**src/rtl/fetch_stage.sv**
```systemverilog
// Instruction fetch stage: owns the fetch PC, keeps at most one imem request in flight, and buffers returned words.
// Optional performance counters are enabled with `define IF_PERF_CNT_EN.
`timescale 1ns/1ps
module fetch_stage #(
  parameter logic [15:0] RESET_PC = 16'h0000,
  parameter logic [15:0] PC_STEP  = 16'd2,
  parameter int unsigned DEPTH    = 4
) (
  input  logic        clk_i,
  input  logic        rst_ni,
  output logic        imem_req_o,
  output logic [15:0] imem_addr_o,
  input  logic        imem_gnt_i,
  input  logic        imem_rvalid_i,
  input  logic [15:0] imem_rdata_i,
  input  logic        redirect_i,
  input  logic [15:0] redirect_pc_i,
  output logic        instr_valid_o,
  output logic [15:0] fetch_pc_o,
  output logic [15:0] fetch_instr_o,
  input  logic        decode_ready_i
`ifdef IF_PERF_CNT_EN
  ,
  output logic [31:0] fetch_cnt_o,
  output logic [31:0] bubble_cnt_o
`endif
);

  localparam int unsigned PTR_W = $clog2(DEPTH);
  localparam int unsigned CNT_W = PTR_W + 1;

  typedef enum logic [1:0] {
    ST_IDLE = 2'd0,
    ST_WAIT = 2'd1,
    ST_DROP = 2'd2
  } state_t;

  state_t           state;
  logic [15:0]      fetch_pc;
  logic [15:0]      tag_pc;
  logic [PTR_W-1:0] wr_ptr;
  logic [PTR_W-1:0] rd_ptr;
  logic [CNT_W-1:0] count;
  logic [15:0]      ent_pc    [DEPTH];
  logic [15:0]      ent_instr [DEPTH];

  logic [CNT_W-1:0] used;
  logic             issue;
  logic             grant;
  logic             push;
  logic             pop;
  logic             pending;

  // An in-flight request reserves a buffer slot, including the one returning this cycle.
  assign used    = count + CNT_W'(state == ST_WAIT);
  assign issue   = rst_ni && !redirect_i
                   && ((state == ST_IDLE) || ((state == ST_WAIT) && imem_rvalid_i))
                   && (used < CNT_W'(DEPTH));
  assign grant   = issue && imem_gnt_i;
  assign push    = (state == ST_WAIT) && imem_rvalid_i && !redirect_i;
  assign pop     = instr_valid_o && decode_ready_i;
  assign pending = ((state == ST_WAIT) || (state == ST_DROP)) && !imem_rvalid_i;

  assign imem_req_o    = issue;
  assign imem_addr_o   = fetch_pc;
  assign instr_valid_o = (count != '0) && !redirect_i;
  assign fetch_pc_o    = ent_pc[rd_ptr];
  assign fetch_instr_o = ent_instr[rd_ptr];

  // PC, request FSM and FIFO bookkeeping; redirect overrides everything.
  always_ff @(posedge clk_i or negedge rst_ni) begin
    if (!rst_ni) begin
      state    <= ST_IDLE;
      fetch_pc <= RESET_PC;
      tag_pc   <= '0;
      wr_ptr   <= '0;
      rd_ptr   <= '0;
      count    <= '0;
      for (int unsigned i = 0; i < DEPTH; i++) begin
        ent_pc[i]    <= '0;
        ent_instr[i] <= '0;
      end
    end else if (redirect_i) begin
      state    <= pending ? ST_DROP : ST_IDLE;
      fetch_pc <= redirect_pc_i;
      wr_ptr   <= '0;
      rd_ptr   <= '0;
      count    <= '0;
    end else begin
      if (grant) begin
        tag_pc   <= fetch_pc;
        fetch_pc <= fetch_pc + PC_STEP;
      end
      if (push) begin
        ent_pc[wr_ptr]    <= tag_pc;
        ent_instr[wr_ptr] <= imem_rdata_i;
        wr_ptr            <= wr_ptr + PTR_W'(1);
      end
      if (pop) begin
        rd_ptr <= rd_ptr + PTR_W'(1);
      end
      unique case ({push, pop})
        2'b10:   count <= count + CNT_W'(1);
        2'b01:   count <= count - CNT_W'(1);
        default: count <= count;
      endcase
      unique case (state)
        ST_IDLE: if (grant) state <= ST_WAIT;
        ST_WAIT: if (imem_rvalid_i) state <= grant ? ST_WAIT : ST_IDLE;
        ST_DROP: if (imem_rvalid_i) state <= ST_IDLE;
        default: state <= ST_IDLE;
      endcase
    end
  end

`ifdef IF_PERF_CNT_EN
  // Decode handshakes and decoder-starved cycles.
  always_ff @(posedge clk_i or negedge rst_ni) begin
    if (!rst_ni) begin
      fetch_cnt_o  <= '0;
      bubble_cnt_o <= '0;
    end else begin
      if (pop) fetch_cnt_o <= fetch_cnt_o + 32'd1;
      if (decode_ready_i && !instr_valid_o) bubble_cnt_o <= bubble_cnt_o + 32'd1;
    end
  end
`endif

endmodule

```
**config.mk**
```make
export PLATFORM = sky130hd
export DESIGN_NAME = fetch_stage
export DESIGN_NICKNAME = d
export VERILOG_FILES = /design/src/rtl/fetch_stage.sv
export SDC_FILE = /design/constraint.sdc
export NUM_CORES = 1
export LEC_CHECK = 0
export BUFFER_PORTS_ARGS = -buffer_cell sky130_fd_sc_hd__buf_2
export CORE_AREA = 2 2 145 147
export CTS_CLUSTER_SIZE = 8
export DETAILED_ROUTE_END_ITERATION = 10
export DIE_AREA = 0 0 147 149
export GPL_ROUTABILITY_DRIVEN = 0
export HOLD_SLACK_MARGIN = 0.02
export PLACE_DENSITY_LB_ADDON = 0.15
export SKIP_CTS_REPAIR_TIMING = 1
export SLEW_MARGIN = 15
export SYNTH_ARGS = -nofsm -noshare
export SYNTH_HDL_FRONTEND = slang
export SYNTH_SLANG_ARGS = --single-unit
```
**constraint.sdc**
```tcl
create_clock -name clk_i -period 6.3 [get_ports clk_i]
set_input_delay 0 -clock clk_i [delete_from_list [all_inputs] [get_ports clk_i]]
set_output_delay 0 -clock clk_i [all_outputs]
set_load 0.05 [all_outputs]
```
======== Word-level counts from Yosys, hierarchy flattened ========
Cells that the tools add are included.
operators by class
  add/sub/neg operators ................... 6
  $lt $le $gt $ge ......................... 4
  equal/unequal tests ..................... 7
  mux-type cells .......................... 25
  bitwise gates (word level) .............. 3
  reductions and logical operators ........ 23
operators by type and width
  kind                   count
  $bwmux 64              2
  $mux 16                7
  $bmux 16 s2            2
  $demux 16 s2           1
  $mux 2                 9
  $add 16x2->16 const B  1
  $logic_and 1x1->1      10
  $ne 3x3->1 const B     3
  $ge 3x3->1 const B     2
  $not 2->3              2
  $pmux 2 s3             1
  $pmux 3 s2             1
  $reduce_bool 2->1      3
  $reduce_bool 3->1      2
  $add 2x1->2 const B    2
  $eq 2x1->1 const B     2
  $eq 2x2->1 const B     2
  $reduce_and 2->1       2
  $add 3x1->3            1
  $add 3x1->3 const B    1
  $lt 3x1->1 const B     1
  $lt 3x3->1 const B     1
  $mux 3                 1
  $reduce_and 3->1       1
  6 further kinds        8
word-level totals
  register bits after elaboration ......... 169
  bits of input ports ..................... 38
  output and inout port bits .............. 50

======== Logic depth before layout (Yosys ltp) ========
Gate-level depths: netlist of run 1.
  depth after elaboration ................. 10
  depth in mapped cells ................... 10
  mapped depth without buffers ............ 8

======== Worst setup path after synthesis of run 1 ========
No wires, ideal clock.
  path kind ............................... reg2reg
  from .................................... reg fetch_pc[1] (netlist: imem_addr_o[1])
  to ...................................... reg fetch_pc[15] (netlist: imem_addr_o[15])
  library setup time ...................... 0.149 ns
  data arrival time ....................... 2.121 ns
  data required time ...................... 6.151 ns
  slack ................................... 4.029 ns
  stages on the path, launching flop included .. 7
  path buffers ............................ 0
  path through ............................ dfrtp_1 > ha_1 > nand3_1 > or3_4 > or3_1 > o311ai_2 > o311ai_1
on the way
  cells in the longest elaborated chain, start to end .. 3
ends and longest elaborated chain
  item                      RTL line  text
  start: declaration        39        logic [15:0] fetch_pc;
  start signal: assignment  85        fetch_pc <= redirect_pc_i;
  start signal: assignment  92        fetch_pc <= fetch_pc + PC_STEP;
  $add 16x2->16             92
  $mux 16                   90        if (grant) begin
  $mux 16                   83        end else if (redirect_i) begin
Every way passes these cells. The select of a mux whose other input is x is not followed.
A chain may end at the register's enable or synchronous reset.

======== Worst setup path in the final report of run 1 ========
  from .................................... reg state[1]
  to ...................................... reg ent_instr[19] (netlist bit)
on the way
  cells in the longest elaborated chain, start to end .. 4
ends and longest elaborated chain
  item                            RTL line  text
  start: declaration              38        state_t state;
  start signal: assignment        84        state <= pending ? ST_DROP : ST_IDLE;
  start signal: assignment        109       ST_WAIT: if (imem_rvalid_i) state <= grant ? ST_WAIT : ST_IDLE;
  $eq 2x1->1                      60        assign push = (state == ST_WAIT) && imem_rvalid_i && !redirect_i;
  $logic_and 1x1->1 (2 in a row)  60
  $reduce_and 2->1 (no line)      n/a
  end signal: indexed assignment  96        ent_instr[wr_ptr] <= imem_rdata_i;
  end: declaration                45        logic [15:0] ent_instr [DEPTH];
Every way passes these cells.

==> run summary, run 1 <==
The run finished with clean final reports. Counting the buffers created by CTS gives 17. The via count is 4,755. Of the total power, the share spent switching nets is 0.360.

For the worst setup path, the data arrival time is 3.04 ns. The first TritonRoute pass finished after 5 iterations. Along the worst path, the maximum fanout reaches 32.

The share of the yosys chip area belonging to registers came out at 0.555. The number of hold violations in the final report came out at 0. The area growth from synthesis to layout is 21.0%. The top-area cell type share of the netlist area is 0.555. The die is 147 um wide. The wire-length estimate of the detail-placed layout is 10,500 um.

The async set-or-reset flop fraction in the synthesized netlist came out at 1.00. On the critical path, the stage with the largest delay is an instance of sky130_fd_sc_hd__nand2_2. 0 antenna diodes ended up in the layout. By startpoint and endpoint, the worst setup path is classified as flip-flop to flip-flop. The analysis attributes to cell leakage a power of 0.00433 uW. The max-slew headroom at the worst pin came out at 0.311. The count of flip-flops with a built-in enable after synthesis is 0.

By area the synthesized netlist is led by sky130_fd_sc_hd__dfrtp_1 (56%), sky130_fd_sc_hd__mux2_2 (21%), sky130_fd_sc_hd__mux4_2 (9.5%), sky130_fd_sc_hd__o311ai_0 (1.5%), sky130_fd_sc_hd__nand2_1 (1.4%). The root buffer selected by CTS is sky130_fd_sc_hd__clkbuf_16. The number of design-rule violations left by the first detailed-router iteration is 263. The maximum number of pins on one net before global-route repair is 65. The worst-case clock buffer depth is 2.

The internal power summed over all cells came out at 2240 uW. The sequential cell area is 0.00423 mm2. The clock network fraction of design power is 0.285. The hold slack is 0.0928 ns. The number of global-route vias before repair came out at 4,985. The startpoint kind of the worst setup timing path is a flip-flop. The delay contributed by the slowest stage of the critical path is 0.68 ns.

The post-synthesis net count came out at 563. The H-tree was split into 4 levels. The setup slack of the worst register-to-register path is 3.56 ns. The worst voltage drop across the vdd grid is 0.000233 V. The vertical extent of the die is 149 um. The number of routed nets with antenna violations came out at 0. The worst clock skew is 0.00770 ns. The number of instances in the synthesized netlist is 516. Across the run, the number of max-cap violations was 0. The finished layout holds 919 standard cells, fillers aside. The number of rows created at floorplan came out at 53. The footprint of the multi-input gates came out at 0.00323 mm2. The die covers 0.0219 mm2.

The initial core utilization is 0.370. The sequential cell fraction of total power is 0.412. The smallest clock period supported by the final layout is computed as 2.74 ns. Fill cells in the final layout number 1,921.

In the routed layout, each cell is associated on average with a via count of 5.17. The initial antenna violation count came to 0. The critical path goes through inv_1, ha_1, nand2_1, nor2_1, nand2_2, mux2_2. The post-synthesis area per instance came out at 14.8 um2. The netlist area before placement came out at 0.00761 mm2. For this run, the top clock speed supported by timing is 0.365 GHz.

At the worst endpoint, the required time is 6.60 ns. The first global-routing pass estimated 27,400 um of wire. The most used flip-flop cell after synthesis is sky130_fd_sc_hd__dfrtp_1. Dividing the final minimum period by the clock period gives 0.434. The final total negative setup slack came out at 0 ns. The class of the tightest hold or removal check is primary input to asynchronous set/reset pin.

Setup repair after global routing left no endpoint under its margin. TritonCTS built the clock tree. Leaving out fill and tap cells, the most frequent cells in the layout are sky130_fd_sc_hd__dfrtp_1 (167), sky130_fd_sc_hd__mux2_2 (144), sky130_fd_sc_hd__buf_2 (86). Setup violations remaining at the end of the flow were counted as 0.

The worst setup path is captured at a flip-flop. The clock insertion delay at the later pin of the skew report came out at 0.42 ns. Together, buffers and inverters on the worst path number 1. The number of warnings printed during yosys synthesis is 0.

The total clock sinks is 169. The number of input and output port buffers inserted came out at 87. Dividing the detail-routed wire length by the instance count gives 18.5 um. The number of top-level design ports came out at 88. Clock-pin slew was measured on the worst setup and hold paths at 0.07 ns.

The number of synthesized register bits came out at 169. The net load switching power is 1260 uW. The core region is 0.0206 mm2. In this design, the largest share of critical-path delay is due to simple AND/OR/NAND/NOR gates.

The net count of the finished layout came out at 678. The remaining global-route overflow is 0. sky130_fd_sc_hd__dfrtp_1 takes more of the synthesized area than any other cell. Leaving out fill and tap cells, the most frequent cell in the layout is sky130_fd_sc_hd__dfrtp_1.

Of the total power, combinational logic draws 0.302. The slew at the pin closest to its max-slew limit came out at 1.03 ns. For this design the ratio of total power to cell area is 380 mW/mm2. Across every metal layer, demand over resource in global routing totals 0.162.

In the final layout, the share of cells above drive strength 1 is 0.480. The final max-slew violation count is 0. The unique cell type count in the Yosys netlist is 38. The placed cell count came out at 852.

The final wirelength is 17,000 um. The remaining design rule violation count came out at 0.
-- path summary, 6_finish.rpt --
path	startpoint	end	depth (start not counted)
max	state[1]	ent_instr[19]	6
min	rst_ni	ent_instr[40]	2
max reg2reg	state[1]	ent_instr[19]	6
min reg2reg	ent_instr[6]	ent_instr[6]	1
max in group asynchronous	rst_ni	rd_ptr[1]	3
min in group clk_i	redirect_i	wr_ptr[0]	2
-- through the flow --
| stage | power (uW) | setup slack, ns | util | instance area [um2] |
|---|---|---|---|---|
| global route | 3670 | 3.31 | 0.448 | 9220 |
| CTS | 3530 | 3.53 | 0.431 | 8870 |
| finish | 3500 | 3.56 | 0.448 | 9220 |
| detailed placement | 2520 | 3.54 | 0.404 | 8300 |
| global placement | 2490 | 3.64 | 0.404 | 8300 |
| floorplan | 2240 | 4.03 | - | 7610 |
-- per-layer routing --
metal  wire length, um  share of wire  global-route usage  up-vias
met2              8600           0.51               0.273       82
met3               547          0.032              0.0324       17
met1              7610           0.45               0.213     2495
met4               197          0.012              0.0543        0
met5                 0              0                   0        -
li1                  -              -                   -     2161
-- cells by family (layout without fill, tap and decap cells) --
| group | after synthesis | count (layout) | share of synthesized area |
|---|---|---|---|
| fa+ha+maj | 9 | 9 | 0.0158 |
| mux | 178 | 178 | 0.310 |
| flops | 169 | 169 | 0.555 |
| xor+xnor | 5 | 5 | 0.00575 |
| simple gates | 74 | 74 | 0.0460 |
| buf+inv | 39 | 167 | 0.0223 |
| compound gates | 42 | 42 | 0.0445 |
-- state kept, by name (all words and copies together), names as in the netlist --
name         cells
tag_pc          16
count            3
wr_ptr           2
ent_pc          64
rd_ptr           2
imem_addr_o     16
state            2
ent_instr       64
-- area by class of cell --
type / count / area share
multi-input cells: 308 / 0.350
clock inverters: 12 / 0.0126
inverters: 10 / 0.00407
well taps: 275 / 0.0373
clock buffers: 20 / 0.0485
repair buffers: 125 / 0.0884
flip-flops and latches: 169 / 0.459
-- power groups by stage --
stage	logic, uW	clock network [uW]	registers (uW)
after global placement	1040	0	1450
after floorplan	803	0	1430
after global routing	1130	1070	1480
after CTS	1060	1020	1450
final	1060	998	1440
after detailed placement	1060	0	1470
-- worst register-to-register path: cells and delay by family (launching register included) --
kind | cells | cell delay, ns
flops | 1 | 0.38
simple gates | 3 | 1.30
buf+inv | 1 | 0.09
fa+ha+maj | 1 | 0.29
mux | 1 | 0.56
-- cell usage after synthesis, drive strengths merged, types with 9 or more instances --
master and number:
buf 19, clkbuf 10, dfrtp 169, inv 10
mux2 144, mux4 32, nand2 30, nand3 11
nor2 12, o21ai 9, o311ai 16
Power figures use the tool's default switching activity.
==> run 2: changes to the inputs <==
Clock period 6.3 ns to 2.6 ns, I/O delays scaled along.
==> run 2 against run 1 <==
Compared with the run above:
- design area increased by 1.5%
- clock power increased to 2.6 times the previous value
- total power increased by 150%
- flip-flop and latch count unchanged
- maximum frequency increased by 21%
- worst setup slack got worse by 3.2 ns
- first-iteration DRC count increased by 5.7%
- combinational power increased by 150%
- largest power group unchanged
==> run summary, run 2 (same netlist as run 1, synthesis figures left out) <==
The required time of the critical path is 2.89 ns (-3.71 ns). The clock network fraction of design power came out at 0.295 (+0.010). Setup repair after global routing left no endpoint under its margin. The critical path is of the flip-flop to flip-flop type. The number of routed nets with antenna violations came to 0 (unchanged). The clock buffer count from CTS came out at 17 (unchanged). The vertical extent of the die was 149 um (unchanged). The final total power came out at 8640 uW (+150%).

Along the worst hold path, the cell count comes to 3. The layer flagged by global routing as most heavily used is met2. The worst clock skew is 0.00650 ns (-0.00120 ns). The internal power summed over all cells is 5590 uW (+150%). The number of fill cells in the layout came to 1,884 (-1.9%). The number of design-rule violations left by the first detailed-router iteration is 278 (+5.7%).

The depth of the worst register-to-register path is 6 (unchanged). The biggest fanout along the worst timing path is 9 (-72%). The placed cell count came out at 860 (+0.94%). The via count came to 4,801 (+0.97%). The global-route usage over all layers is 0.163 (+0.000649). The number of global-route vias before repair came out at 5,078 (+1.9%).

The final total negative setup slack came out at 0 ns (unchanged). The buffering stage count on the worst path with inverters included was 0 (-1). The total number of H-tree levels is 4 (unchanged). The detailed-placement wirelength estimate is 10,700 um (+2.1%). The area of the core is 0.0206 mm2 (unchanged). The via count normalized by instance count came out at 5.18 (about the same).

The tree is rooted in a sky130_fd_sc_hd__clkbuf_16. In the layout the commonest cells are sky130_fd_sc_hd__dfrtp_1 (167), sky130_fd_sc_hd__mux2_2 (144), sky130_fd_sc_hd__buf_2 (86). The number of inserted diodes came to 0 (unchanged). The clock transition at the register clock pins on the worst setup and hold paths after CTS came out at 0.06 ns (about the same).

The final core utilization is 0.455 (+0.00682). The initial antenna violation count came to 0 (unchanged). The met1 track demand over resource in global routing came out at 0.213 (+0.000350). The number of maximum-capacitance violations came out at 0 (unchanged). The number of hold violations in the final report is 0 (unchanged). The worst voltage drop across the vdd grid is 0.000552 V (+140%). The final cell count without fillers is 927 (+0.87%). The initial core utilization came out at 0.370 (unchanged).

STA classifies the critical path endpoint as a flip-flop. The remaining global-route overflow came out at 0 (unchanged). The total iterations of the first detailed-routing run is 6 (+1).

The number of input and output port buffers inserted was 87 (unchanged). The total clock sinks came out at 169 (unchanged). The clock insertion delay at the later pin of the skew report is 0.42 ns (about the same). The global-route met3 utilization is 0.0318 (-0.000612).

The maximum number of pins on one net before global-route repair was 170 (+160%). Among cell families on the critical path, the largest total delay comes from simple AND/OR/NAND/NOR gates. The sequential cell fraction of total power came out at 0.405 (-0.007). The power per unit of standard cell area is 924 mW/mm2 (+140%). The class of the tightest hold or removal check is primary input to flip-flop. The relative area change from synthesis to final layout came out at 22.9%. The number of rows created at floorplan is 53 (unchanged).

The minimum clock period came out at 2.25 ns (-0.484 ns). The worst-case clock buffer depth came to 2 (unchanged). The delay contributed by the slowest stage of the critical path is 0.54 ns (-0.14 ns). The worst setup path is launched from a flip-flop.

The slowest stage of the critical path belongs to the cell sky130_fd_sc_hd__dfrtp_1. The final max-slew violation count came out at 0 (unchanged). The net count of the finished layout is 686 (+1.2%). The fraction of the cycle the final worst path needs came out at 0.866 (+0.432). The maximum clock frequency is 0.444 GHz (+21%). TritonCTS built the clock tree.

The fraction of layout cells with a size suffix above 1 is 0.489 (+0.00945). The count of final setup violators came out at 0 (unchanged). The signal on the critical path passes through nor3_1, or3_1, a21oi_1, fa_1, a221oi_1, nor3_1. The area enclosed by the die boundary is 0.0219 mm2 (unchanged). The critical path depth is 6 (unchanged). The average wire length per cell after detail routing is 18.5 um (about the same). The overall die width is 147 um (unchanged). The data arrival time at the worst-slack endpoint is 2.54 ns (-0.50 ns). The leakage power came out at 0.00439 uW (+1.5%). The slew at the pin closest to its max-slew limit came out at 0.922 ns (-0.107 ns). The net load switching power is 3060 uW (+140%).

The final wirelength came to 17,100 um (+0.91%). Leaving out fill and tap cells, the most frequent cell in the layout is sky130_fd_sc_hd__dfrtp_1. The fraction of power spent switching nets came to 0.354 (-0.00694). The combinational share of power came to 0.301 (about the same). The met2 track utilization from global routing came out at 0.279 (+0.00610).

The remaining design rule violation count is 0 (unchanged). The largest registers in the layout are ent_instr (64), ent_pc (64). The run finished with clean final reports. The max-slew headroom at the worst pin is 0.385 (+0.0739). The most numerous cell type found on the critical path is sky130_fd_sc_hd__nor3_1.

The number of top-level design ports is 88 (unchanged). The first-pass GRT wire length is 27,500 um (+0.50%).
[run 2: changes by cell type in the layout (fill, tap and decap cells not counted), sizes merged]
| cell | delta |
|---|---|
| clkinv | -2 |
| buf | +8 |
| bufinv | +1 |
| clkinvlp | +1 |
[run 2: worst paths after layout]
| check | start | end | slack, ns |
|---|---|---|---|
| min | redirect_i | rd_ptr[0] | 0.03 |
| min in group asynchronous | rst_ni | ent_instr[58] | 0.34 |
| max in group asynchronous | rst_ni | tag_pc[2] | 1.58 |
| max reg2reg | count[2] | count[1] | 0.35 |
| max | count[2] | count[1] | 0.35 |
| min reg2reg | ent_instr[15] | ent_instr[15] | 0.50 |
[run 2: stage by stage]
step / hold WS [ns] / worst slack (ns) / instance area, um2
5_1_grt: 0.0837 / 0.195 / 9360
6_report: 0.0345 / 0.348 / 9360
2_1_floorplan: -0.296 / 0.329 / 7610
4_1_cts: -0.216 / 0.375 / 9010
3_3_place_gp: 0.214 / 0.397 / 8400
3_5_place_dp: 0.230 / 0.400 / 8400
[run 2: power by group through the flow]
stage	clock, uW	sequential, uW	combinational (uW)
after floorplan	0	3470	1950
after global placement	0	3520	2550
after detailed placement	0	3560	2590
after CTS	2640	3510	2600
after global routing	2750	3580	2760
final	2550	3500	2600
[run 2: layer usage]
metal | vias up | wire length [um]
met4 | 0 | 190
met1 | 2533 | 7670
met5 | - | 0
met2 | 88 | 8800
met3 | 15 | 455
li1 | 2165 | -
[run 2: worst register-to-register path, stage by stage (launching register included)]
cell	delay (ns)
sky130_fd_sc_hd__dfrtp_1	0.54
sky130_fd_sc_hd__nor3_1	0.13
sky130_fd_sc_hd__or3_1	0.43
sky130_fd_sc_hd__a21oi_1	0.20
sky130_fd_sc_hd__fa_1	0.46
sky130_fd_sc_hd__a221oi_1	0.29
sky130_fd_sc_hd__nor3_1	0.07
[run 2: cell type report]
| type | count | area (um2) | area share |
|---|---|---|---|
| flip-flops and latches | 169 | 4230 | 0.452 |
| repair buffers | 133 | 912 | 0.0975 |
| clock inverters | 12 | 139 | 0.0148 |
| multi-input cells | 308 | 3230 | 0.345 |
| well taps | 275 | 344 | 0.0368 |
| clock buffers | 20 | 467 | 0.0499 |
| inverters | 10 | 37.5 | 0.00401 |
